File: config.mk
export PLATFORM = sky130hd
export DESIGN_NAME = uart_rx_flat
export DESIGN_NICKNAME = d
export VERILOG_FILES = /design/src/rtl/uart_pkg.sv /design/src/rtl/uart_rx_if.sv /design/src/rtl/uart_rx_sampler.sv /design/src/rtl/uart_rx.sv /design/src/flat_wrapper.sv
export SDC_FILE = /design/constraint.sdc
export NUM_CORES = 1
export LEC_CHECK = 0
export ABC_CLOCK_PERIOD_IN_PS = 2770
export CORE_UTILIZATION = 46
export CTS_CLUSTER_DIAMETER = 150
export DETAILED_ROUTE_END_ITERATION = 10
export PLACE_DENSITY = 0.69
export SLEW_MARGIN = 0
export SYNTH_ARGS = -nofsm -noshare
export SYNTH_HDL_FRONTEND = slang
export SYNTH_SLANG_ARGS = --single-unit
File: constraint.sdc
create_clock -name CLK -period 2.77 [get_ports CLK]
set_input_delay 0.554 -clock CLK [delete_from_list [all_inputs] [get_ports CLK]]
set_output_delay 0.554 -clock CLK [all_outputs]
set_load 0.01 [all_outputs]
File: src/rtl/uart_pkg.sv
// Shared UART definitions: receiver FSM encoding, parity selectors and line idle level.
`timescale 1ns/1ps
package uart_pkg;

    typedef enum logic [2:0] {
        IDLE   = 3'd0,
        START  = 3'd1,
        DATA   = 3'd2,
        PARITY = 3'd3,
        STOP   = 3'd4
    } rx_state_e;

    localparam logic PAR_EVEN  = 1'b0;
    localparam logic PAR_ODD   = 1'b1;
    localparam logic LINE_IDLE = 1'b1;

endpackage

File: src/rtl/uart_rx_if.sv
// Parallel side of the UART receiver: frame configuration in, received byte and status strobes out.
`timescale 1ns/1ps
interface uart_rx_if #(
    parameter int DATA_WIDTH     = 8,
    parameter int PRESCALE_WIDTH = 6
);
    logic [PRESCALE_WIDTH-1:0] PRESCALE;
    logic                      PAR_EN;
    logic                      PAR_TYP;
    logic [DATA_WIDTH-1:0]     P_DATA;
    logic                      DATA_VALID;
    logic                      PAR_ERR;
    logic                      STP_ERR;

    modport master (
        output PRESCALE, PAR_EN, PAR_TYP,
        input  P_DATA, DATA_VALID, PAR_ERR, STP_ERR
    );

    modport slave (
        input  PRESCALE, PAR_EN, PAR_TYP,
        output P_DATA, DATA_VALID, PAR_ERR, STP_ERR
    );
endinterface

File: src/rtl/uart_rx_sampler.sv
// Per-bit edge counter and 3-sample majority voter around the bit centre.
`timescale 1ns/1ps
module uart_rx_sampler
    import uart_pkg::*;
#(
    parameter int PRESCALE_WIDTH = 6
) (
    input  logic                      CLK,
    input  logic                      RST,
    input  logic                      active,
    input  logic                      rx_s,
    input  logic [PRESCALE_WIDTH-1:0] prescale,
    output logic                      sampled_bit,
    output logic                      sample_done,
    output logic                      bit_end
);

    localparam int W = PRESCALE_WIDTH;

    logic [W-1:0] edge_cnt;
    logic [W-1:0] half;
    logic [W-1:0] pos_lo;
    logic [W-1:0] pos_mid;
    logic [W-1:0] pos_hi;
    logic         samp_a;
    logic         samp_b;

    function automatic logic majority3(input logic a, input logic b, input logic c);
        return (a & b) | (a & c) | (b & c);
    endfunction

    assign half    = prescale >> 1;
    assign pos_lo  = half - W'(1);
    assign pos_mid = half;
    assign pos_hi  = half + W'(1);

    assign bit_end = active && (edge_cnt == prescale - W'(1));

    // Third sample is taken live so the voted bit lands in the caller's registers at P/2+2.
    assign sample_done = active && (edge_cnt == pos_hi);
    assign sampled_bit = majority3(samp_a, samp_b, rx_s);

    always_ff @(posedge CLK or negedge RST) begin
        if (!RST) begin
            edge_cnt <= '0;
        end else if (!active || bit_end) begin
            edge_cnt <= '0;
        end else begin
            edge_cnt <= edge_cnt + W'(1);
        end
    end

    always_ff @(posedge CLK) begin
        if (edge_cnt == pos_lo) samp_a <= rx_s;
        if (edge_cnt == pos_mid) samp_b <= rx_s;
    end

endmodule

File: src/rtl/uart_rx.sv
// UART receiver: synchronizes RX_IN, walks start/data/parity/stop, and strobes out good bytes or errors.
`timescale 1ns/1ps
module uart_rx
    import uart_pkg::*;
#(
    parameter int DATA_WIDTH     = 8,
    parameter int PRESCALE_WIDTH = 6
) (
    input  logic      CLK,
    input  logic      RST,
    input  logic      RX_IN,
    uart_rx_if.slave  bus
);

    localparam int BW = (DATA_WIDTH > 1) ? $clog2(DATA_WIDTH) : 1;
    localparam logic [BW-1:0] LAST_BIT = BW'(DATA_WIDTH - 1);

    rx_state_e                 state;
    logic                      rx_sync_p0;
    logic                      rx_s;
    logic [PRESCALE_WIDTH-1:0] prescale_q;
    logic                      par_en_q;
    logic                      par_typ_q;
    logic [BW-1:0]             bit_cnt;
    logic [DATA_WIDTH-1:0]     shift_reg;
    logic                      par_bad;
    logic                      sampled_bit;
    logic                      sample_done;
    logic                      bit_end;
    logic                      par_exp;
    logic [DATA_WIDTH-1:0]     p_data_q;
    logic                      data_valid_q;
    logic                      par_err_q;
    logic                      stp_err_q;

    always_ff @(posedge CLK or negedge RST) begin
        if (!RST) begin
            rx_sync_p0 <= LINE_IDLE;
            rx_s       <= LINE_IDLE;
        end else begin
            rx_sync_p0 <= RX_IN;
            rx_s       <= rx_sync_p0;
        end
    end

    uart_rx_sampler #(
        .PRESCALE_WIDTH (PRESCALE_WIDTH)
    ) u_sampler (
        .CLK         (CLK),
        .RST         (RST),
        .active      (state != IDLE),
        .rx_s        (rx_s),
        .prescale    (prescale_q),
        .sampled_bit (sampled_bit),
        .sample_done (sample_done),
        .bit_end     (bit_end)
    );

    assign par_exp = (^shift_reg) ^ (par_typ_q == PAR_ODD);

    always_ff @(posedge CLK) begin
        if (state == DATA && sample_done) begin
            shift_reg <= {sampled_bit, shift_reg[DATA_WIDTH-1:1]};
        end
    end

    always_ff @(posedge CLK or negedge RST) begin
        if (!RST) begin
            state        <= IDLE;
            prescale_q   <= '0;
            par_en_q     <= 1'b0;
            par_typ_q    <= PAR_EVEN;
            bit_cnt      <= '0;
            par_bad      <= 1'b0;
            p_data_q     <= '0;
            data_valid_q <= 1'b0;
            par_err_q    <= 1'b0;
            stp_err_q    <= 1'b0;
        end else begin
            data_valid_q <= 1'b0;
            par_err_q    <= 1'b0;
            stp_err_q    <= 1'b0;
            case (state)
                IDLE: begin
                    bit_cnt <= '0;
                    par_bad <= 1'b0;
                    if (rx_s == 1'b0) begin
                        state      <= START;
                        prescale_q <= bus.PRESCALE;
                        par_en_q   <= bus.PAR_EN;
                        par_typ_q  <= bus.PAR_TYP;
                    end
                end
                START: begin
                    if (sample_done && sampled_bit) begin
                        state <= IDLE;
                    end else if (bit_end) begin
                        state <= DATA;
                    end
                end
                DATA: begin
                    if (bit_end) begin
                        if (bit_cnt == LAST_BIT) begin
                            bit_cnt <= '0;
                            state   <= par_en_q ? PARITY : STOP;
                        end else begin
                            bit_cnt <= bit_cnt + BW'(1);
                        end
                    end
                end
                PARITY: begin
                    if (sample_done) par_bad <= (sampled_bit != par_exp);
                    if (bit_end) state <= STOP;
                end
                STOP: begin
                    // Resolve at the stop-bit centre so a new start edge can be caught right away.
                    if (sample_done) begin
                        state <= IDLE;
                        if (!par_bad && sampled_bit) begin
                            p_data_q     <= shift_reg;
                            data_valid_q <= 1'b1;
                        end else begin
                            par_err_q <= par_bad;
                            stp_err_q <= ~sampled_bit;
                        end
                    end
                end
                default: state <= IDLE;
            endcase
        end
    end

    assign bus.P_DATA     = p_data_q;
    assign bus.DATA_VALID = data_valid_q;
    assign bus.PAR_ERR    = par_err_q;
    assign bus.STP_ERR    = stp_err_q;

endmodule
File: src/flat_wrapper.sv
// flat-port wrapper written by rule: the top's interface ports become plain ports
module uart_rx_flat import uart_pkg::*;
#(
    parameter int DATA_WIDTH     = 8,
    parameter int PRESCALE_WIDTH = 6
)
  (CLK, RST, RX_IN, bus_PRESCALE, bus_PAR_EN, bus_PAR_TYP, bus_P_DATA, bus_DATA_VALID, bus_PAR_ERR, bus_STP_ERR);
  uart_rx_if #(.DATA_WIDTH(DATA_WIDTH), .PRESCALE_WIDTH(PRESCALE_WIDTH)) bus_i ();
  input  logic CLK;
  input  logic RST;
  input  logic RX_IN;
  input wire logic [$bits(bus_i.PRESCALE)-1:0] bus_PRESCALE;
  input wire logic [$bits(bus_i.PAR_EN)-1:0] bus_PAR_EN;
  input wire logic [$bits(bus_i.PAR_TYP)-1:0] bus_PAR_TYP;
  output wire logic [$bits(bus_i.P_DATA)-1:0] bus_P_DATA;
  output wire logic [$bits(bus_i.DATA_VALID)-1:0] bus_DATA_VALID;
  output wire logic [$bits(bus_i.PAR_ERR)-1:0] bus_PAR_ERR;
  output wire logic [$bits(bus_i.STP_ERR)-1:0] bus_STP_ERR;
  assign bus_i.PRESCALE = bus_PRESCALE;
  assign bus_i.PAR_EN = bus_PAR_EN;
  assign bus_i.PAR_TYP = bus_PAR_TYP;
  assign bus_P_DATA = bus_i.P_DATA;
  assign bus_DATA_VALID = bus_i.DATA_VALID;
  assign bus_PAR_ERR = bus_i.PAR_ERR;
  assign bus_STP_ERR = bus_i.STP_ERR;
  uart_rx #(.DATA_WIDTH(DATA_WIDTH), .PRESCALE_WIDTH(PRESCALE_WIDTH)) u_core (.CLK(CLK), .RST(RST), .RX_IN(RX_IN), .bus(bus_i));
endmodule
## Yosys cells after proc, flatten, opt, wreduce, memory -nomap -nowiden

Cells that the tools add are included.

- Output and inout port bits: 11
- Word-level logic and storage cells: 88
- Bits in registers: 44
- Input bits: 11

- Bitwise operators: 8
- Reductions and logical operators: 18
- Multiplexer cells: 24
- Equality and inequality tests: 17
- Add/sub/neg operators: 5

Operators with widths:

| kind | count |
|---|---|
| $mux 3 | 10 |
| $eq 6x6->1 | 3 |
| $pmux 3 s5 | 1 |
| $mux 1 | 10 |
| $ne 2x2->1 const B | 4 |
| $reduce_xor 8->1 | 1 |
| $add 5x1->6 const B | 1 |
| $add 6x1->6 const B | 1 |
| $eq 3x2->1 const B | 2 |
| $eq 3x3->1 const B | 2 |
| $eq 6x5->1 | 1 |
| $mux 6 | 1 |
| $pmux 3 s2 | 1 |
| $reduce_and 2->1 | 3 |
| $reduce_and 6->1 | 1 |
| $sub 5x1->6 const B | 1 |
| $sub 6x1->6 const B | 1 |
| $logic_and 1x1->1 | 5 |
| $ne 2x1->1 const B | 2 |
| $reduce_bool 2->1 | 2 |
| $add 3x1->3 const B | 1 |
| $and 1x1->1 | 3 |
| $eq 3x1->1 const B | 1 |
| $logic_not 3->1 | 1 |
| 10 further kinds | 13 |

## Depth between registers and ports, before layout

Gate-level depths: netlist of run 1.

- Depth after elaboration: 7
- Depth in mapped cells: 9
- Depth with buffers taken out: 8

## Hierarchy

From an unflattened synthesis of run 1, not the netlist that was laid out.

- Cells, all modules: 212
- Area, all modules: 2,454.9 sq um

By module, submodules not included:

| module | area an instance (sq um) | times used | sequential area each (sq um) | cells an instance |
|---|---|---|---|---|
| uart_rx | 1,552.7 | 1 | 943.4 | 110 |
| uart_rx_sampler | 902.1 | 1 | 210.2 | 102 |

## Worst setup path before layout of run 1

Ideal clock, no wire load.

- Path type: flip-flop to flip-flop
- From: register u_core.prescale_q[2]
- To: register u_core.shift_reg[0] (enable)
- Data required time: 2,375 ps
- Path slack: -204 ps
- Buffers on the path: 2
- Clock period less this slack: 2,974 ps
- Stages on the path, launching flop included: 9
- Arrival: 2,580 ps
- Cells stage by stage: dfrtp_1 > clkbuf_1 > inv_1 > ha_1 > xnor2_1 > nand4_1 > or3_1 > buf_6 > nor4_1

- Word-level cells in the longest chain between the ends: 4

Ends and longest elaborated chain:

| item | RTL line | source |
|---|---|---|
| from (decl) | uart_rx.sv:21 | `logic [PRESCALE_WIDTH-1:0] prescale_q;` |
| from (signal assigned) | uart_rx.sv:89 | `prescale_q <= bus.PRESCALE;` |
| $add 5x1->6 | uart_rx_sampler.sv:35 | `assign pos_hi = half + W'(1);` |
| $eq 6x6->1 | uart_rx_sampler.sv:40 | `assign sample_done = active && (edge_cnt == pos_hi);` |
| $logic_and 1x1->1 | uart_rx_sampler.sv:40 |  |
| $logic_and 1x1->1 | uart_rx.sv:62 | `if (state == DATA && sample_done) begin` |
| to (signal assigned) | uart_rx.sv:63 | `shift_reg <= {sampled_bit, shift_reg[DATA_WIDTH-1:1]};` |
| to (decl) | uart_rx.sv:25 | `logic [DATA_WIDTH-1:0] shift_reg;` |

Every way passes these cells.
A chain may end at the register's enable or synchronous reset.

## Worst setup path in the final report of run 1

- From: register u_core.prescale_q[1]
- To: register u_core.p_data_q[7], in the netlist u_core.bus.P_DATA[7]

- Word-level cells in the longest chain between the ends: 4

Ends and longest elaborated chain:

| item | RTL line | source |
|---|---|---|
| $add 5x1->6 | uart_rx_sampler.sv:35 |  |
| $eq 6x6->1 | uart_rx_sampler.sv:40 |  |
| $logic_and 1x1->1 | uart_rx_sampler.sv:40 |  |
| $reduce_and 3->1 (no line) | -- |  |
| to (signal assigned) | uart_rx.sv:120 | `p_data_q <= shift_reg;` |
| to (decl) | uart_rx.sv:31 | `logic [DATA_WIDTH-1:0] p_data_q;` |

Every way passes these cells.

==> flow_metrics.tcl, run 1 <==
set metrics [dict create \
    crit_required_ns 2.95 \
    avgSynthCellArea_um2 10.8 \
    grt_pass1_vias 1594 \
    max_stage_delay_ns 0.48 \
    place.port_buffers 21 \
    async_flop_share 0.773 \
    hpwl_um 3280 \
    vdd_drop_max_uv 668 \
    drive_gt1_frac 0.171 \
    antenna_left 0 \
    wl_um 4510 \
    final_common_cell "dfrtp_1" \
    start_util 0.489 \
    reg2reg_to "u_core.bus.P_DATA[7]" \
    timing.final.crit_share 0.927 \
    grt_pass1_wl_um 7820 \
    gp_congestion 0.850 \
    path_cells "inv_1, ha_1, xnor2_2, nand4_1, or3_1, nor4_4, buf_4, mux2_2" \
    fin_nets 262 \
    cts_tree "yes" \
    slowest_stage "dfrtp_1" \
    worstSetupPathType "flip-flop to flip-flop" \
    fin_ws_ns 0.202 \
    routedWlPerCell_um 14.5 \
    rows 25 \
    via_per_inst 5.37 \
    cts_htree_levels 2 \
    drv_slew 0 \
    reg2regPathDepth 8 \
    clock.fmax_mhz 389 \
    grt_max_degree 35 \
    utilization 0.582 \
    ys_ff_latch 44 \
    grt_usage 0.195 \
    fin_crit_ns 2.57 \
    die_height_um 73.5 \
    yosysUniqueCellTypes 49 \
    r2r-start "u_core.prescale_q[1]" \
    seq_area_frac_synth 0.490 \
    layout_common_cells "dfrtp_1 (31), clkdlybuf4s50_1 (21), xnor2_1 (20), nor2_1 (19)" \
    cp.arrival_ns 2.75 \
    setup_tns_ns 0 \
    clk_latency_ns 0.30 \
    synth_cells 217 \
    drv_cap 0 \
    final-setup-viol-count 0 \
    dr_total_vias 1674 \
    antenna_cells 0 \
    die_area_mm2 0.00541 \
    hp-start "u_core.rx_sync_p0" \
    power_density_mw_per_mm2 944 \
    clk_path_buf_depth 2 \
    cp_max_fo 9 \
    worstHoldPathType "flip-flop to flip-flop" \
    min_to "u_core.rx_s" \
    synth_top_cell_by_area "dfrtp_1" \
    synth.top_cell.area_share 0.340 \
    antenna_found_initial 0 \
    route.detailed.drc 0 \
    fp.coreArea_mm2 0.00482 \
    first_pass_iters 4 \
    finalHoldViolCount 0 \
    ys_warn_count 0 \
    slew_headroom 0.665 \
    cts_buffers 5 \
    cts.clk_slew.worst_paths_ns 0.08 \
    cts_setup_buffers 0 \
    cts-root-buf "clkbuf_8" \
    synth.area.top_cells "dfrtp_1 (34%), edfxtp_1 (13%), xnor2_1 (7.8%)" \
    reg2reg_slack_ns 0.20 \
    run_status "finished, final reports clean" \
    clock_skew_ns 0.00729 \
    setup.worst_path.end_class "flip-flop" \
    p_leak_nw 1.17 \
    synth_flop_cell "dfrtp_1" \
    syn-num-nets 235 \
    fp.dieW_um 73.5 \
    syn_area_mm2 0.00235 \
    numClockSinks 44 \
    critPathLaunchType "flip-flop" \
    hold_path_depth 0 \
    grt_setup_unrepaired "no" \
    hold_ws_ns 0.358 \
    overflow 0 \
    pin_count 22 \
    dp_slack_ns 0.119 \
    synth_edf_count 10 \
    areaGrowthSynthToFinish_pct 19.0 \
    tightest_slew_ns 0.503 \
    initialDrtViolationCount 151 \
]
-- synthesized netlist by cell type, types with 3 or more instances --
| master | number |
|---|---|
| clkbuf_1 | 9 |
| dfrtp_1 | 32 |
| edfxtp_1 | 10 |
| ha_1 | 7 |
| inv_1 | 10 |
| mux2_2 | 13 |
| nand2_1 | 13 |
| nand3_1 | 5 |
| nand4_1 | 5 |
| nor2_1 | 19 |
| nor3_1 | 7 |
| o211ai_1 | 3 |
| o21ai_0 | 7 |
| xnor2_1 | 21 |
| xor2_1 | 11 |
-- through the flow --
stage | power, mW | cell area, um^2 | instances
6_report | 2.65 | 2800 | 312
5_1_grt | 2.85 | 2800 | 312
4_1_cts | 2.63 | 2790 | 312
3_5_place_dp | 2.14 | 2680 | 304
3_3_place_gp | 2.12 | 2680 | 304
2_1_floorplan | 1.85 | 2360 | 217
-- critical path: cells and delay by family, from the launching register on --
family	cells	cell delay (ns)
simple gates	3	0.74
flops	1	0.48
buf+inv	2	0.36
fa+ha+maj	1	0.35
mux	1	0.35
xor+xnor	1	0.17
-- cell type report --
class                      instances  area [um^2]
clock buffer                       5         68.8
clock inverter                     3         42.5
fill                             421         2020
inverter                          10         37.5
multi-input combinational        151         1120
sequential                        44         1150
tap                               67         83.8
timing repair buffer              32          293
-- how the worst max path moves through the flow --
stage               slack, ns                  from              endpoint
global placement         0.23  u_core.prescale_q[2]  u_core.bus.P_DATA[6]
finish                   0.20  u_core.prescale_q[1]  u_core.bus.P_DATA[7]
global route             0.08  u_core.prescale_q[1]  u_core.bus.P_DATA[7]
CTS                      0.09  u_core.prescale_q[2]  u_core.bus.P_DATA[7]
detailed placement       0.12  u_core.prescale_q[2]  u_core.bus.P_DATA[0]
floorplan                 0.1  u_core.prescale_q[2]  u_core.bus.P_DATA[0]
-- what timing repair did --
action | CTS | global route
gates resized for setup | 0 | 2
hold endpoints to repair | 0 | 0
setup endpoints to repair | 0 | 16
hold buffers | 0 | 0
-- routing by layer --
metal | global-route usage | part of all wire | vias to the layer above
li1 | - | - | 818
met1 | 0.273 | 0.49 | 822
met2 | 0.296 | 0.46 | 32
met3 | 0.0576 | 0.040 | 2
met4 | 0.0513 | 0.0060 | 0
met5 | 0 | 0 | -
-- report_power, final --
part	switching, mW	internal (mW)	leakage (nW)
registers	0.214	0.794	0.527
clock network	0.223	0.267	0.0541
logic	0.598	0.550	0.590
total	1.03	1.61	1.17
-- logic make-up after synthesis --
family / Yosys count / share of synthesized area
AOI/OAI and AO/OA: 28 / 0.0829
xor gates and xnor gates: 32 / 0.119
adders and majority gates: 8 / 0.0415
buffers and inverters: 22 / 0.0393
DFF: 44 / 0.490
muxes: 15 / 0.0707
and+or+nand+nor: 68 / 0.156
(Power assumes the default switching activity.)
==> run 2: changes to the inputs <==
CTS_CLUSTER_SIZE = 24   (was not set)
==> results of run 2 <==
No change in the layout: final DEF, timing and power equal those of run 1.
==> run 3: changes to the inputs <==
ABC_CLOCK_PERIOD_IN_PS = 2500   (was 2770)
PLACE_DENSITY = 0.66   (was 0.69)
SYNTH_HIERARCHICAL = 1   (was not set)
clock period = 2.5 ns   (was 2.77 ns; I/O delays follow)
==> run 3 against run 2 <==
Net effect: sequential power increased by 4%; combinational power increased by 31%; via count increased by 2.7%; worst setup slack got worse by 0.092 ns; first-iteration DRC count decreased by 28%; largest cell class is now multi-input combinational cells.
==> flow_metrics.tcl, run 3 <==
set metrics [dict create \
    crit_family "simple AND/OR/NAND/NOR gates" \
    grt_usage 0.195 \
    synth.top_cell.area_share 0.326 \
    cts_tree "yes" \
    fp.coreArea_mm2 0.00511 \
    tightest_slew_ns 0.559 \
    place.port_buffers 21 \
    overflow 0 \
    dr_total_vias 1720 \
    async_flop_share 0.773 \
    avgSynthCellArea_um2 11.6 \
    final_common_cell "dfrtp_1" \
    crit_required_ns 2.69 \
    numClockSinks 44 \
    cts-root-buf "clkbuf_8" \
    power_density_mw_per_mm2 1040 \
    fin_crit_ns 2.39 \
    critPathLaunchType "flip-flop" \
    worst-path-stages 9 \
    areaGrowthSynthToFinish_pct 22.1 \
    fin_nets 268 \
    worstHoldPathType "flip-flop to flip-flop" \
    drv_cap 0 \
    layout_common_cells "dfrtp_1 (31), clkdlybuf4s50_1 (21), buf_4 (20), xnor2_1 (16), nand2_1 (11)" \
    cp_max_fo 9 \
    fp.dieW_um 75.1 \
    dp_slack_ns 0.0243 \
    initialDrtViolationCount 108 \
    synth_cells 212 \
    die_area_mm2 0.00563 \
    route.detailed.drc 0 \
    start_util 0.481 \
    grt_pass1_wl_um 7980 \
    yosysMostFrequentCell "dfrtp_1" \
    antenna_left 0 \
    worstSetupPathType "flip-flop to flip-flop" \
    synth_flop_cell "dfrtp_1" \
    yosysUniqueCellTypes 58 \
    ys_top_cells_by_count "dfrtp_1 (32), xnor2_1 (17), inv_1 (11), nand2_1 (11), edfxtp_1 (10)" \
    path_cells "ha_2, and2_1, o21ai_0, a31oi_1, a211oi_2, nand3_2, or3b_1, buf_6, mux2_4" \
    timing.final.crit_share 0.956 \
    crit_end "u_core/bus.P_DATA[0]" \
    cts_buffers 5 \
    clk_latency_ns 0.30 \
    seq_area_frac_synth 0.470 \
    hold_ws_ns 0.350 \
    cp.arrival_ns 2.58 \
    syn_area_mm2 0.00245 \
    drive_gt1_frac 0.259 \
    gp_congestion 0.884 \
    reg2reg_slack_ns 0.11 \
    hpwl_um 3620 \
    drv_slew 0 \
    rows 26 \
    synth_top_cell_by_area "dfrtp_1" \
    cp-startpoint "u_core/prescale_q[2]" \
    vdd_drop_max_uv 680 \
    setup.worst_path.end_class "flip-flop" \
    n_fill_cell 454 \
    grt_max_degree 35 \
    ff_latch_area_mm2 0.00115 \
    cts_htree_levels 2 \
    syn-num-nets 230 \
    finalHoldViolCount 0 \
    via_per_inst 5.36 \
    max_stage_delay_ns 0.45 \
    cts.clk_slew.worst_paths_ns 0.09 \
    slowest_stage "dfrtp_1" \
    die_height_um 75.1 \
    clk_path_buf_depth 2 \
    antenna_found_initial 0 \
    reg2regPathDepth 9 \
    p_leak_nw 1.26 \
    clock_skew_ns 0.0134 \
    cp_num_buf_inv 1 \
    synth_edf_count 10 \
    reg2reg_to "u_core/bus.P_DATA[0]" \
    multi_input_area_mm2 0.00122 \
    ys_ff_latch 44 \
    final-setup-viol-count 0 \
    run_status "finished, final reports clean" \
    r2r-start "u_core/prescale_q[2]" \
    first_pass_iters 4 \
    clock.fmax_mhz 418 \
    ys_warn_count 6 \
    routedWlPerCell_um 15.7 \
    synth.area.top_cells "dfrtp_1 (33%), edfxtp_1 (12%), xnor2_1 (6.1%)" \
    fin_ws_ns 0.110 \
    setup_tns_ns 0 \
    utilization 0.587 \
    antenna_cells 0 \
    pin_count 22 \
    wl_um 5050 \
    slew_headroom 0.624 \
    grt_pass1_vias 1648 \
]
run 3: changes by cell type after synthesis, sizes merged, moves of 5 or more:
cell | before | now
clkbuf | 10 | 4
a211oi | 0 | 6
nor2 | 19 | 10
buf | 2 | 7
run 3: worst min path at each step:
stage / from / endpoint / cells past startpoint
global route: u_core/rx_sync_p0 / u_core/rx_s / 0
global placement: u_core/rx_sync_p0 / u_core/rx_s / 0
CTS: u_core/rx_sync_p0 / u_core/rx_s / 0
detailed placement: u_core/rx_sync_p0 / u_core/rx_s / 0
finish: u_core/rx_sync_p0 / u_core/rx_s / 0
floorplan: RST / u_core/bit_cnt[0] / 0
run 3: final cells by class:
cell class	count	area share
Multi-Input combinational cell	146	0.409
Sequential cell	44	0.385
Timing Repair Buffer	42	0.124
Tap cell	70	0.0292
Clock buffer	5	0.0230
Clock inverter	3	0.0159
Inverter	11	0.0138
run 3: per-stage QoR:
step                total power [mW]  cells  cell area [um^2]
finish                          3.12    321              3000
CTS                             3.05    319              2950
detailed placement              2.48    311              2830
floorplan                       2.09    212              2460
global placement                2.47    311              2830
global route                    3.34    321              3000
run 3: where the power goes:
part           internal [mW]  switching (mW)  leakage [nW]
sequential             0.877           0.172         0.527
clock                  0.301           0.255        0.0583
combinational          0.727           0.785         0.674
run 3: kinds of logic (layout without fill, tap and decap cells):
group	count (synthesis)	in the layout	share of synthesized area
flops	44	44	0.470
fa+ha+maj	8	8	0.0398
buf+inv	22	61	0.0448
compound gates	37	37	0.117
xor+xnor	25	25	0.0979
mux	16	16	0.0851
simple gates	60	60	0.145
run 3: metal layers:
metal  share of wire  track usage  wire, um  up-vias
li1                -            -         -      832
met1            0.49        0.268      2450      839
met3           0.043       0.0535       218        4
met4          0.0055       0.0608        28        0
met2            0.47        0.300      2360       45
met5               0            0         0        -
run 3: timing repair:
| action | CTS | global route |
|---|---|---|
| hold buffers | 0 | 0 |
| resized for setup | 0 | 9 |
| endpoints found under the setup margin | 0 | 12 |
| setup buffers | 0 | 2 |
